[src/rtl/ppu_frame_tile_sequencer.sv]
`timescale 1ns/1ps
// ppu_frame_tile_sequencer
//   Frame-level scheduler for the PPU tile load engine. For every visible
//   scanline it requests sprite evaluation, then walks the 8-pixel tile
//   columns (shifted left by the fine-X scroll, with one extra column when
//   the scroll is non-zero) and hands each tile to the load engine. After
//   the last row it raises vblank and waits for the next frame.
//
// Ports
//   clk, rst         clock; asynchronous active-low reset
//   frame_start      one-cycle pulse at the start of a frame
//   fine_x           horizontal fine scroll, latched at frame_start
//   ppu_ctrl1        bit7 = NMI enable
//   ppu_ctrl2        bit3 = background enable, bit4 = sprite enable
//   vblank_clr       CPU status read, clears vblank
//   load_start       one-cycle start pulse to the tile load engine
//   load_busy        tile load engine busy
//   curr_row         screen row of the current tile
//   curr_col         screen column of the current tile (two's complement)
//   eval_start       one-cycle pulse, begin sprite evaluation for curr_row
//   eval_done        sprite evaluation complete (pulse or level)
//   vblank           vblank status flag
//   nmi              NMI request level = vblank & ppu_ctrl1[7]
//   frame_overrun    one-cycle pulse, frame_start arrived while rendering
//
// Load engine handshake: load_start is a one-cycle request issued only while
// load_busy is low. The engine acknowledges by raising load_busy and drops it
// when the tile is finished. If load_busy does not rise within ACK_TIMEOUT
// cycles of the request the tile is treated as done. curr_row/curr_col are
// held from load_start until load_busy falls.
module ppu_frame_tile_sequencer #(
  parameter int VISIBLE_ROWS  = 240,
  parameter int TILES_PER_ROW = 32,
  parameter int ACK_TIMEOUT   = 4
) (
  input  logic       clk,
  input  logic       rst,
  input  logic       frame_start,
  input  logic [2:0] fine_x,
  input  logic [7:0] ppu_ctrl1,
  input  logic [7:0] ppu_ctrl2,
  input  logic       vblank_clr,
  output logic       load_start,
  input  logic       load_busy,
  output logic [8:0] curr_row,
  output logic [8:0] curr_col,
  output logic       eval_start,
  input  logic       eval_done,
  output logic       vblank,
  output logic       nmi,
  output logic       frame_overrun
);

  localparam int ACK_W  = $clog2(ACK_TIMEOUT + 1);
  localparam int TILE_W = $clog2(TILES_PER_ROW + 2);

  typedef enum logic [3:0] {
    IDLE       = 4'd0,
    ROW_EVAL   = 4'd1,
    EVAL_WAIT  = 4'd2,
    TILE_START = 4'd3,
    TILE_ACK   = 4'd4,
    TILE_WAIT  = 4'd5,
    TILE_NEXT  = 4'd6,
    NEXT_ROW   = 4'd7,
    VBLANK     = 4'd8
  } state_t;

  // Current sequencer state; kept as a named register so checkers can bind to it.
  state_t             state;
  logic [2:0]         fine_x_q;
  logic               render_en_q;
  logic [ACK_W-1:0]   ack_cnt;
  logic [TILE_W-1:0]  tile_cnt;
  logic [8:0]         col_init;
  logic [TILE_W-1:0]  ncols;
  logic               frame_idle;

  // First column sits fine_x pixels left of the screen edge (wraps negative).
  assign col_init   = 9'd0 - {6'b0, fine_x_q};
  assign ncols      = TILE_W'(TILES_PER_ROW) + TILE_W'(fine_x_q != 3'd0);
  assign frame_idle = (state == IDLE) || (state == VBLANK);
  assign nmi        = vblank & ppu_ctrl1[7];

  always_ff @(posedge clk or negedge rst) begin
    if (!rst) begin
      state         <= IDLE;
      load_start    <= 1'b0;
      eval_start    <= 1'b0;
      frame_overrun <= 1'b0;
      curr_row      <= 9'd0;
      curr_col      <= 9'd0;
      vblank        <= 1'b0;
      ack_cnt       <= '0;
      tile_cnt      <= '0;
      fine_x_q      <= 3'd0;
      render_en_q   <= 1'b0;
    end else begin
      load_start    <= 1'b0;
      eval_start    <= 1'b0;
      frame_overrun <= 1'b0;

      // Clear first so the set on VBLANK entry below takes priority.
      if (vblank_clr) vblank <= 1'b0;

      if (frame_start && !frame_idle) frame_overrun <= 1'b1;

      case (state)
        IDLE, VBLANK: begin
          if (frame_start) begin
            fine_x_q    <= fine_x;
            render_en_q <= ppu_ctrl2[3] | ppu_ctrl2[4];
            vblank      <= 1'b0;
            curr_row    <= 9'd0;
            state       <= ROW_EVAL;
          end
        end

        ROW_EVAL: begin
          curr_col <= col_init;
          tile_cnt <= '0;
          if (render_en_q) begin
            eval_start <= 1'b1;
            state      <= EVAL_WAIT;
          end else begin
            state <= NEXT_ROW;
          end
        end

        EVAL_WAIT: begin
          // eval_start is still high in the first cycle here; a done seen in
          // that cycle belongs to an earlier request and is ignored.
          if (eval_done && !eval_start) state <= TILE_START;
        end

        TILE_START: begin
          if (!load_busy) begin
            load_start <= 1'b1;
            ack_cnt    <= '0;
            state      <= TILE_ACK;
          end
        end

        TILE_ACK: begin
          if (load_busy) begin
            state <= TILE_WAIT;
          end else begin
            ack_cnt <= ack_cnt + ACK_W'(1);
            if (ack_cnt == ACK_W'(ACK_TIMEOUT - 1)) state <= TILE_NEXT;
          end
        end

        TILE_WAIT: begin
          if (!load_busy) state <= TILE_NEXT;
        end

        TILE_NEXT: begin
          curr_col <= curr_col + 9'd8;
          tile_cnt <= tile_cnt + TILE_W'(1);
          if (tile_cnt == ncols - TILE_W'(1)) state <= NEXT_ROW;
          else                                state <= TILE_START;
        end

        NEXT_ROW: begin
          if (curr_row == 9'(VISIBLE_ROWS - 1)) begin
            vblank <= 1'b1;
            state  <= VBLANK;
          end else begin
            curr_row <= curr_row + 9'd1;
            state    <= ROW_EVAL;
          end
        end

        default: state <= IDLE;
      endcase
    end
  end

endmodule

[config.mk]
export PLATFORM = sky130hd
export DESIGN_NAME = ppu_frame_tile_sequencer
export DESIGN_NICKNAME = d
export VERILOG_FILES = /design/src/rtl/ppu_frame_tile_sequencer.sv
export SDC_FILE = /design/constraint.sdc
export NUM_CORES = 1
export LEC_CHECK = 0
export BUFFER_PORTS_ARGS = -buffer_cell sky130_fd_sc_hd__buf_4
export CAP_MARGIN = 20
export CORE_ASPECT_RATIO = 0.75
export CORE_MARGIN = 2
export CORE_UTILIZATION = 25
export CTS_BUF_LIST = sky130_fd_sc_hd__clkbuf_2
export DETAILED_ROUTE_END_ITERATION = 6
export PLACE_DENSITY = 0.52
export SLEW_MARGIN = 20
export SYNTH_ARGS = -nofsm -noshare
export SYNTH_HDL_FRONTEND = slang
export SYNTH_SLANG_ARGS = --single-unit
[constraint.sdc]
create_clock -name clk -period 1.6 [get_ports clk]
set_input_delay 0.08 -clock clk [delete_from_list [all_inputs] [get_ports clk]]
set_output_delay 0.08 -clock clk [all_outputs]
set_load 0.01 [all_outputs]
* Yosys cells after proc, flatten, opt, wreduce, memory -nomap -nowiden
Cells that the tools add are included.
** Word-level totals
- Flip-flop bits (word level) :: 39
- Bits of input ports :: 25
- Output and inout bits :: 23
- Word-level logic and storage cells :: 80
** Operators by class
- $add $sub $neg :: 7
- Equal/unequal tests :: 18
- Multiplexer cells :: 27
- Bitwise gates (word level) :: 2
- Reductions and logical operators :: 15
** Operator list (number)
- $pmux 9 s2 :: 2
- $pmux 4 s8 :: 1
- $mux 4 :: 7
- $mux 9 :: 2
- $eq 4x3->1 const B :: 4
- $mux 3 :: 4
- $ne 2x2->1 const B :: 6
- $pmux 6 s2 :: 1
- $add 9x1->9 const B :: 1
- $add 9x4->9 const B :: 1
- $eq 9x8->1 const B :: 1
- $eq 4x2->1 const B :: 2
- $mux 1 :: 8
- $add 6x1->6 const A :: 1
- $add 6x1->6 const B :: 1
- $eq 6x6->1 :: 1
- $pmux 3 s2 :: 1
- $reduce_and 3->1 :: 2
- $reduce_bool 2->1 :: 3
- $sub 6x1->6 const B :: 1
- $reduce_and 5->1 :: 1
- $eq 4x1->1 const B :: 1
- $eq 4x4->1 const B :: 1
- $logic_not 4->1 :: 1
- other kinds (13) :: 15

* Logic depth before layout (Yosys ltp)
Gate-level depths: netlist (run 1).
- Depth in word-level cells :: 6
- Depth in mapped cells :: 7
- Gate-level depth less buffers :: 7

* Worst setup path after synthesis (run 1)
No wires, ideal clock.
- Kind :: register to register
- Start :: register curr_row[0]
- End :: register curr_row[0]
- Arrival time :: 1.573 ns
- Setup slack :: -0.098 ns
- Cell stages (with the launch flop) :: 6
- Buffers on the path :: 0
- Period minus slack after synthesis :: 1.698 ns
- Path through :: dfrtp_1 ha_1 and3_1 a31oi_1 nor2_1 mux2_2
** Between the ends
- Word-level cells in the longest chain between the ends :: 3
- Elaborated cells on any way between the ends :: 6
** RTL lines
- start, declared :: line 45 : output logic [8:0] curr_row,
- start signal, assigned :: line 169 : curr_row <= curr_row + 9'd1;
- $add 9x1->9 or $eq 9x8->1 (tied branches) :: line 169, 165
- $mux 9 or $ne 2x2->1 (tied branches)
- $pmux 9 s2 or $reduce_and 3->1 (tied branches)
Several ways; a longest one is shown, not always the timed one. The select of a mux whose other input is x is not followed.
A chain may end at the register's enable or synchronous reset.

* Worst setup path after layout (run 1)
- Start :: register state[1]
- End :: register state[0]
** Between the ends
- Word-level cells in the longest chain between the ends :: 4
- Elaborated cells on any way between the ends :: 17
** RTL lines
- start, declared :: line 70 : state_t state;
- start signal, assigned :: line 87 : state <= IDLE;
- start signal, assigned :: line 115 : state <= ROW_EVAL;
- start signal, assigned :: line 124 : state <= EVAL_WAIT;
- $eq 4x4->1 or $logic_not 4->1 (tied branches) :: line 108 : case (state)
- $reduce_or 2->1 :: line 108
- $ne 2x2->1 (no line)
- $reduce_and 5->1 (no line)
Several ways; a longest one is shown, not always the timed one.

==> results of run 1 <==
==> worst max path at each step <==
stage | start | end | slack [ps] | cells past startpoint
floorplan | state[2] | state[1] | -40 | 6
global placement | curr_row[8] | state[0] | -140 | 6
detailed placement | state[1] | curr_col[5] | -140 | 3
CTS | state[1] | state[1] | -60 | 5
global route | state[1] | state[2] | -160 | 5
finish | state[1] | state[0] | -80 | 8
==> sequential cells by signal, summed over array words and instances (netlist names) <==
register,cells
curr_col,9
curr_row,9
tile_cnt,6
state,4
ack_cnt,3
fine_x_q,3
eval_start,1
frame_overrun,1
load_start,1
render_en_q,1
vblank,1
==> stage by stage <==
| step | hold WS [ps] | util |
|---|---|---|
| 5_1_grt | 154 | 0.399 |
| 3_3_place_gp | 91.8 | 0.342 |
| 2_1_floorplan | -216 | - |
| 4_1_cts | 150 | 0.381 |
| 6_report | 154 | 0.399 |
| 3_5_place_dp | 92.2 | 0.342 |
==> routing by layer <==
layer / track usage / part of all wire
met5: 0 / 0
met4: 0.0311 / 0.0076
met3: 0.0259 / 0.034
met2: 0.175 / 0.44
met1: 0.192 / 0.52
==> critical path: cells and delay by family (launching register included) <==
family,cells,cell delay [ps]
simple gates,1,100
compound gates,3,480
flops,1,480
buf+inv,4,540
==> timing repair <==
action | in CTS | in global routing
endpoints found under the setup margin | 27 | 29
endpoints found under the hold margin | 47 | 0
hold buffers | 9 | 0
setup buffers | 9 | 5
pin swaps | 9 | 14
gates cloned | 0 | 0
gates resized for setup | 29 | 24
==> final cells by class <==
cell class,instances,area [um2]
Inverter,8,30.0
Clock inverter,3,15.0
Timing Repair Buffer,96,800
Multi-Input combinational cell,161,1210
Clock buffer,5,25.0
Sequential cell,39,980
Fill cell,801,4800
Tap cell,105,131
==> synthesized netlist by cell type, types with 2 or more instances <==
| cell | number | area, um2 |
|---|---|---|
| nand4_1 | 3 | 18.8 |
| buf_6 | 2 | 22.5 |
| nand2_1 | 34 | 128 |
| o311ai_0 | 2 | 17.5 |
| o21ai_1 | 2 | 10.0 |
| nor2_1 | 13 | 48.8 |
| a31oi_1 | 3 | 18.8 |
| nor3_1 | 7 | 35.0 |
| inv_1 | 8 | 30.0 |
| o211ai_1 | 4 | 30.0 |
| nor4_1 | 3 | 18.8 |
| mux2i_1 | 3 | 30.0 |
| a21o_1 | 2 | 15.0 |
| o21ai_0 | 18 | 90.1 |
| nand3_1 | 11 | 55.1 |
| and3_1 | 3 | 18.8 |
| dfrtp_1 | 39 | 976 |
| buf_2 | 4 | 20.0 |
| xnor2_1 | 5 | 43.8 |
| nand2b_1 | 2 | 12.5 |
| and2_1 | 5 | 31.3 |
| ha_1 | 7 | 87.6 |
| nor2b_1 | 3 | 18.8 |
| o41ai_1 | 2 | 17.5 |
| clkbuf_1 | 4 | 15.0 |
| or3_1 | 3 | 18.8 |
==> kinds of logic after synthesis <==
logic type | count (synthesis) | share of synthesized area
and+or+nand+nor | 102 | 0.273
muxes | 4 | 0.0197
xor gates and xnor gates | 6 | 0.0251
adders and majority gates | 7 | 0.0419
buffers and inverters | 18 | 0.0419
AOI/OAI and AO/OA | 42 | 0.132
DFF | 39 | 0.467
==> power by group through the flow <==
stage	Sequential (uW)	Clock, uW	Combinational [uW]
global placement	1580	0	2170
finish	1570	432	2820
floorplan	1590	0	1260
global route	1610	512	3080
detailed placement	1580	0	2200
CTS	1560	457	2590
==> summary.txt, run 1 <==
Outcome
  – Outcome: complete, but fails checks
  – Violated checks: negative setup slack

Logic synthesis
  – Synth cell types: 52
  – Post-synth EDFFs: 0
  – Syn Std Cell Area: 2090 um2
  – Syn nets: 250
  – Flops & latches, synth: 39
  – Predominant post-synthesis flop cell: dfrtp_1
  – Post-synthesis sequential area ratio: 0.467
  – FFs w/ async S/R, synth: 1.00
  – Avg Cell Area, Syn: 9.60 um2
  – Cells after Synth: 218
  – Synthesis Warnings: 0

Detailed routing
  – Number of routed nets with antenna violations: 0
  – Routed Wire Length: 5530 um
  – DR vias: 1953
  – DR WL/cell: 13.3 um
  – TritonRoute pass-1 iters: 4
  – Remaining DRCs: 0
  – Mean number of vias per cell: 4.68
  – First-iteration detailed-routing DRC count: 81

Placement
  – HPWL after DPL: 3880 um
  – Post-DP Area: 2730 um2
  – Global placement routability congestion: 0.766
  – Pre-CTS WS: -136 ps
  – I/O Buffers: 34
  – Inst Count DP: 386

Global routing
  – Initial antenna violation count: 0
  – Vias in the first global route: 1843
  – Pin count of the biggest net entering global routing: 40
  – Total track usage: 0.125
  – First-pass GRT wire length: 8980 um
  – Total gr overflow: 0

Min path
  – Worst hold path type: input pin to async pin

Setup path
  – Worst path slowest cell: dfrtp_2
  – CP max stage delay: 480 ps
  – R2R Setup Slk: -80 ps
  – CP max FO: 5
  – Worst Setup Start Kind: flip-flop
  – R2R Path Start: state[1]
  – Crit. End Element: flip-flop
  – RR Endpoint: state[0]
  – Crit path kind: flip-flop to flip-flop
  – CP dominant cell by count: buf_6
  – Crit-path cells: buf_6, buf_6, nand4b_1, buf_6, a31oi_4, buf_6, a211o_1, a21o_1
  – R2r worst-path depth: 8
  – Crit path DAT: 1990 ps
  – CP Data Required Time: 1910 ps

STA
  – Final WS setup: -78.0 ps
  – Setup TNS: -225 ps
  – Final hold violations: 0
  – Min Tclk post-route: 1680 ps
  – RSZ-0062 raised after global routing: yes
  – F_max: 596 MHz
  – Final worst-path cycle share: 1.05
  – Slew Viols, Final: 0
  – Finish-stage setup viols: 5
  – Worst slew margin: 0.659
  – Final Skew: 38.8 ps
  – Worst-Margin Slew: 509 ps

Cells and area
  – Highest-count cells in the layout ignoring fill and taps: buf_4 (72), dfrtp_1 (36), nand2_1 (34)
  – Area Overhead vs Synth: 52.5%
  – Design area: 3190 um2
  – Nets: 343
  – Antenna cell count: 0
  – Non-filler cells, final: 417
  – Layout cell share with drive strength beyond 1: 0.397
  – Commonest non-fill, non-tap cell in the layout: buf_4

Power and ir drop
  – Clock network fraction of total power: 0.089
  – VDD IR max: 0.000596 V
  – Leakage: 0.00152 uW
  – Int Pwr: 2920 uW
  – Pwr Density: 1510 nW/um2
  – Flop pwr share: 0.326
  – Switching pwr: 1900 uW
  – Comb pwr share: 0.585
  – Total Power: 4830 uW
  – Sw Ratio: 0.394

Floorplanning
  – Total die area: 9120 um2
  – Die Height: 83.2 um
  – Initial Util: 0.262
  – Top-level I/O count: 48
  – Chip width: 110 um
  – Core Region: 7990 um2
  – FP Rows: 28

CTS
  – Worst-Skew Late Latency: 390 ps
  – Total CTS buffers: 5
  – Reg clk slew, reported paths: 220 ps
  – Maximum clock path buffer count: 2
  – CTS root buf: clkbuf_2
  – CTS tree: built
  – Htree depth: 2
  – Clock sinks: 39

Job
  – Max cap viols: 0
Power figures use the tool's default switching activity.
==> run 2, diff against run 1 <==
CORE_UTILIZATION = 50   (was 25)
PLACE_DENSITY = 0.85   (was 0.52)
==> run 2 against run 1 <==
Net effect:
- the flow still finishes with violations (negative setup slack)
- setup slack lost 56 ps
- sequential share of layout area grew 0.79 points
- critical path depth shrank 3
- register-to-register slack lost 60 ps
- total power grew 4.7%
- utilization grew 37 points
- non-clock buffer count shrank 6
==> summary.txt, run 2 (synthesis gave the netlist of run 1 again) <==
Outcome
  – Outcome: complete, but fails checks
  – Violated checks: negative setup slack

Global routing
  – Total track usage: 0.247 (+0.122)
  – Vias in the first global route: 1924 (+4.4%)
  – Initial antenna violation count: 0 (unchanged)
  – First-pass GRT wire length: 8900 um (-0.91%)
  – Pin count of the biggest net entering global routing: 40 (unchanged)
  – Total gr overflow: 0 (unchanged)

Cells and area
  – Reg area: 980 um2 (unchanged)
  – Fill count: 251 (-69%)
  – Design area: 3110 um2 (-2.5%)
  – Nets: 337 (-1.7%)
  – Antenna cell count: 0 (unchanged)
  – Highest-count cells in the layout ignoring fill and taps: buf_4 (69), dfrtp_1 (36), nand2_1 (30)
  – Regs by FF count: curr_col (9), curr_row (9), tile_cnt (6)
  – Area used by multi-input combinational logic: 1200 um2 (-0.62%)
  – Non-filler cells, final: 361 (-13%)
  – Layout cell share with drive strength beyond 1: 0.415 (+0.0176)
  – Area Overhead vs Synth: 48.7%
  – Commonest non-fill, non-tap cell in the layout: buf_4

Min path
  – Worst hold path type: input pin to async pin

Setup path
  – CP Buf/Inv Count: 1 (-3)
  – R2R Path Start: state[1]
  – CP max FO: 4 (-1)
  – CP max stage delay: 540 ps (+60 ps)
  – Crit path kind: flip-flop to flip-flop
  – R2r worst-path depth: 5 (-3)
  – Worst path slowest cell: or4b_4
  – RR Endpoint: state[1]
  – Worst Setup Start Kind: flip-flop
  – Crit. End Element: flip-flop
  – R2R Setup Slk: -130 ps (-60 ps)
  – Crit path DAT: 2100 ps (+110 ps)
  – CP Data Required Time: 1960 ps (+50 ps)
  – Crit path max-delay family: simple AND/OR/NAND/NOR gates
  – Crit-path cells: buf_6, or4b_4, o21ai_2, nor4b_4, a221o_1

Floorplanning
  – Top-level I/O count: 48 (unchanged)
  – Chip width: 78.7 um (-28%)
  – Core Region: 4030 um2 (-50%)
  – Die Height: 60.0 um (-28%)
  – FP Rows: 20 (-29%)
  – Total die area: 4720 um2 (-48%)
  – Initial Util: 0.519 (+0.257)

Power and ir drop
  – Pwr Density: 1630 nW/um2 (+7.4%)
  – Total Power: 5050 uW (+4.7%)
  – VDD IR max: 0.00119 V (+99%)
  – Leakage: 0.00148 uW (-2.5%)

STA
  – F_max: 577 MHz (-3.2%)
  – Setup TNS: -1090 ps (-866 ps)
  – Finish-stage setup viols: 20 (+15)
  – Slew Viols, Final: 0 (unchanged)
  – Min Tclk post-route: 1730 ps (+56.3 ps)
  – Final hold violations: 0 (unchanged)
  – Final worst-path cycle share: 1.08 (+0.0352)
  – RSZ-0062 raised after global routing: yes
  – Final Skew: 32.7 ps (-6.01 ps)
  – Worst-Margin Slew: 474 ps (-34.9 ps)
  – Final WS setup: -134 ps (-56.3 ps)
  – Worst slew margin: 0.684 (+0.0253)

CTS
  – Total CTS buffers: 5 (unchanged)
  – Clock sinks: 39 (unchanged)
  – Reg clk slew, reported paths: 220 ps (about the same)
  – Maximum clock path buffer count: 2 (unchanged)
  – CTS root buf: clkbuf_2
  – CTS tree: built
  – Worst-Skew Late Latency: 410 ps (+20 ps)
  – Htree depth: 2 (unchanged)

Placement
  – Pre-CTS WS: -144 ps (-8.35 ps)
  – Global placement routability congestion: 0.846 (+10%)
  – Inst Count DP: 330 (-15%)
  – Post-DP Area: 2630 um2 (-3.5%)
  – HPWL after DPL: 3560 um (-8.2%)
  – I/O Buffers: 34 (unchanged)

Detailed routing
  – DR WL/cell: 17.5 um (+32%)
  – Routed Wire Length: 6310 um (+14%)
  – TritonRoute pass-1 iters: 5 (+1)
  – First-iteration detailed-routing DRC count: 180 (+120%)
  – Number of routed nets with antenna violations: 0 (unchanged)
  – Mean number of vias per cell: 5.81 (+24%)
  – DR vias: 2097 (+7.4%)
  – Remaining DRCs: 0 (unchanged)

Job
  – Max cap viols: 0 (unchanged)
-- run 2: cell types whose count changed in the layout (fill, tap and decap cells not counted), moves of 2 or more --
| cell | delta |
|---|---|
| buf_4 | -3 |
| buf_6 | -5 |
| nand2_1 | -4 |
| nand2_2 | +4 |
| nand3_1 | -4 |
| nand3_2 | +4 |
| nor3_4 | -2 |
| o21ai_0 | -4 |
| o21ai_1 | +2 |
| o21ai_2 | +2 |
-- run 2: worst max-delay path by stage --
stage | depth (start not counted) | end | slack, ps | from
floorplan | 6 | state[1] | -40 | state[2]
global placement | 6 | state[0] | -80 | curr_row[8]
detailed placement | 5 | state[1] | -140 | state[1]
CTS | 5 | state[1] | -120 | state[1]
global route | 5 | state[1] | -170 | state[1]
finish | 5 | state[1] | -130 | state[1]
-- run 2: final cells by class --
type | instances | area share
tap | 55 | 0.0221
clock inverter | 3 | 0.0125
timing repair buffer | 90 | 0.246
sequential | 39 | 0.315
clock buffer | 5 | 0.00805
multi-input combinational | 161 | 0.387
inverter | 8 | 0.00965
-- run 2: power by group --
part	switching [uW]	internal (uW)
sequential	320	1290
combinational	1360	1480
clock	339	257
-- run 2: what timing repair did --
item | 4_1_cts | 5_1_grt
pin swaps | 5 | 15
hold endpoints to repair | 47 | 0
cloned | 0 | 2
resized for setup | 19 | 39
buffers inserted | 6 | 6
endpoints found under the setup margin | 22 | 33
hold buffers | 9 | 0
-- run 2: worst reg2reg max path: stages, from the launching register on --
cell	delay, ps
dfrtp_2	490
buf_6	130
or4b_4	540
o21ai_2	80
nor4b_4	270
a221o_1	190
-- run 2: through the flow --
step / utilization / hold WS (ps)
after detailed placement: 0.654 / 77.8
after floorplan: - / -216
after global placement: 0.654 / 75.4
final: 0.772 / 123
after global routing: 0.772 / 149
after CTS: 0.720 / 156
-- run 2: metal layers --
layer  part of all wire  wire [um]  track usage  vias up
met1               0.43       2690        0.327     1041
met3              0.041        260       0.0408       27
met4              0.038        240       0.0802        0
met2               0.49       3120        0.421       73
li1                   -          -            -      956
met5                  0          0            0        -
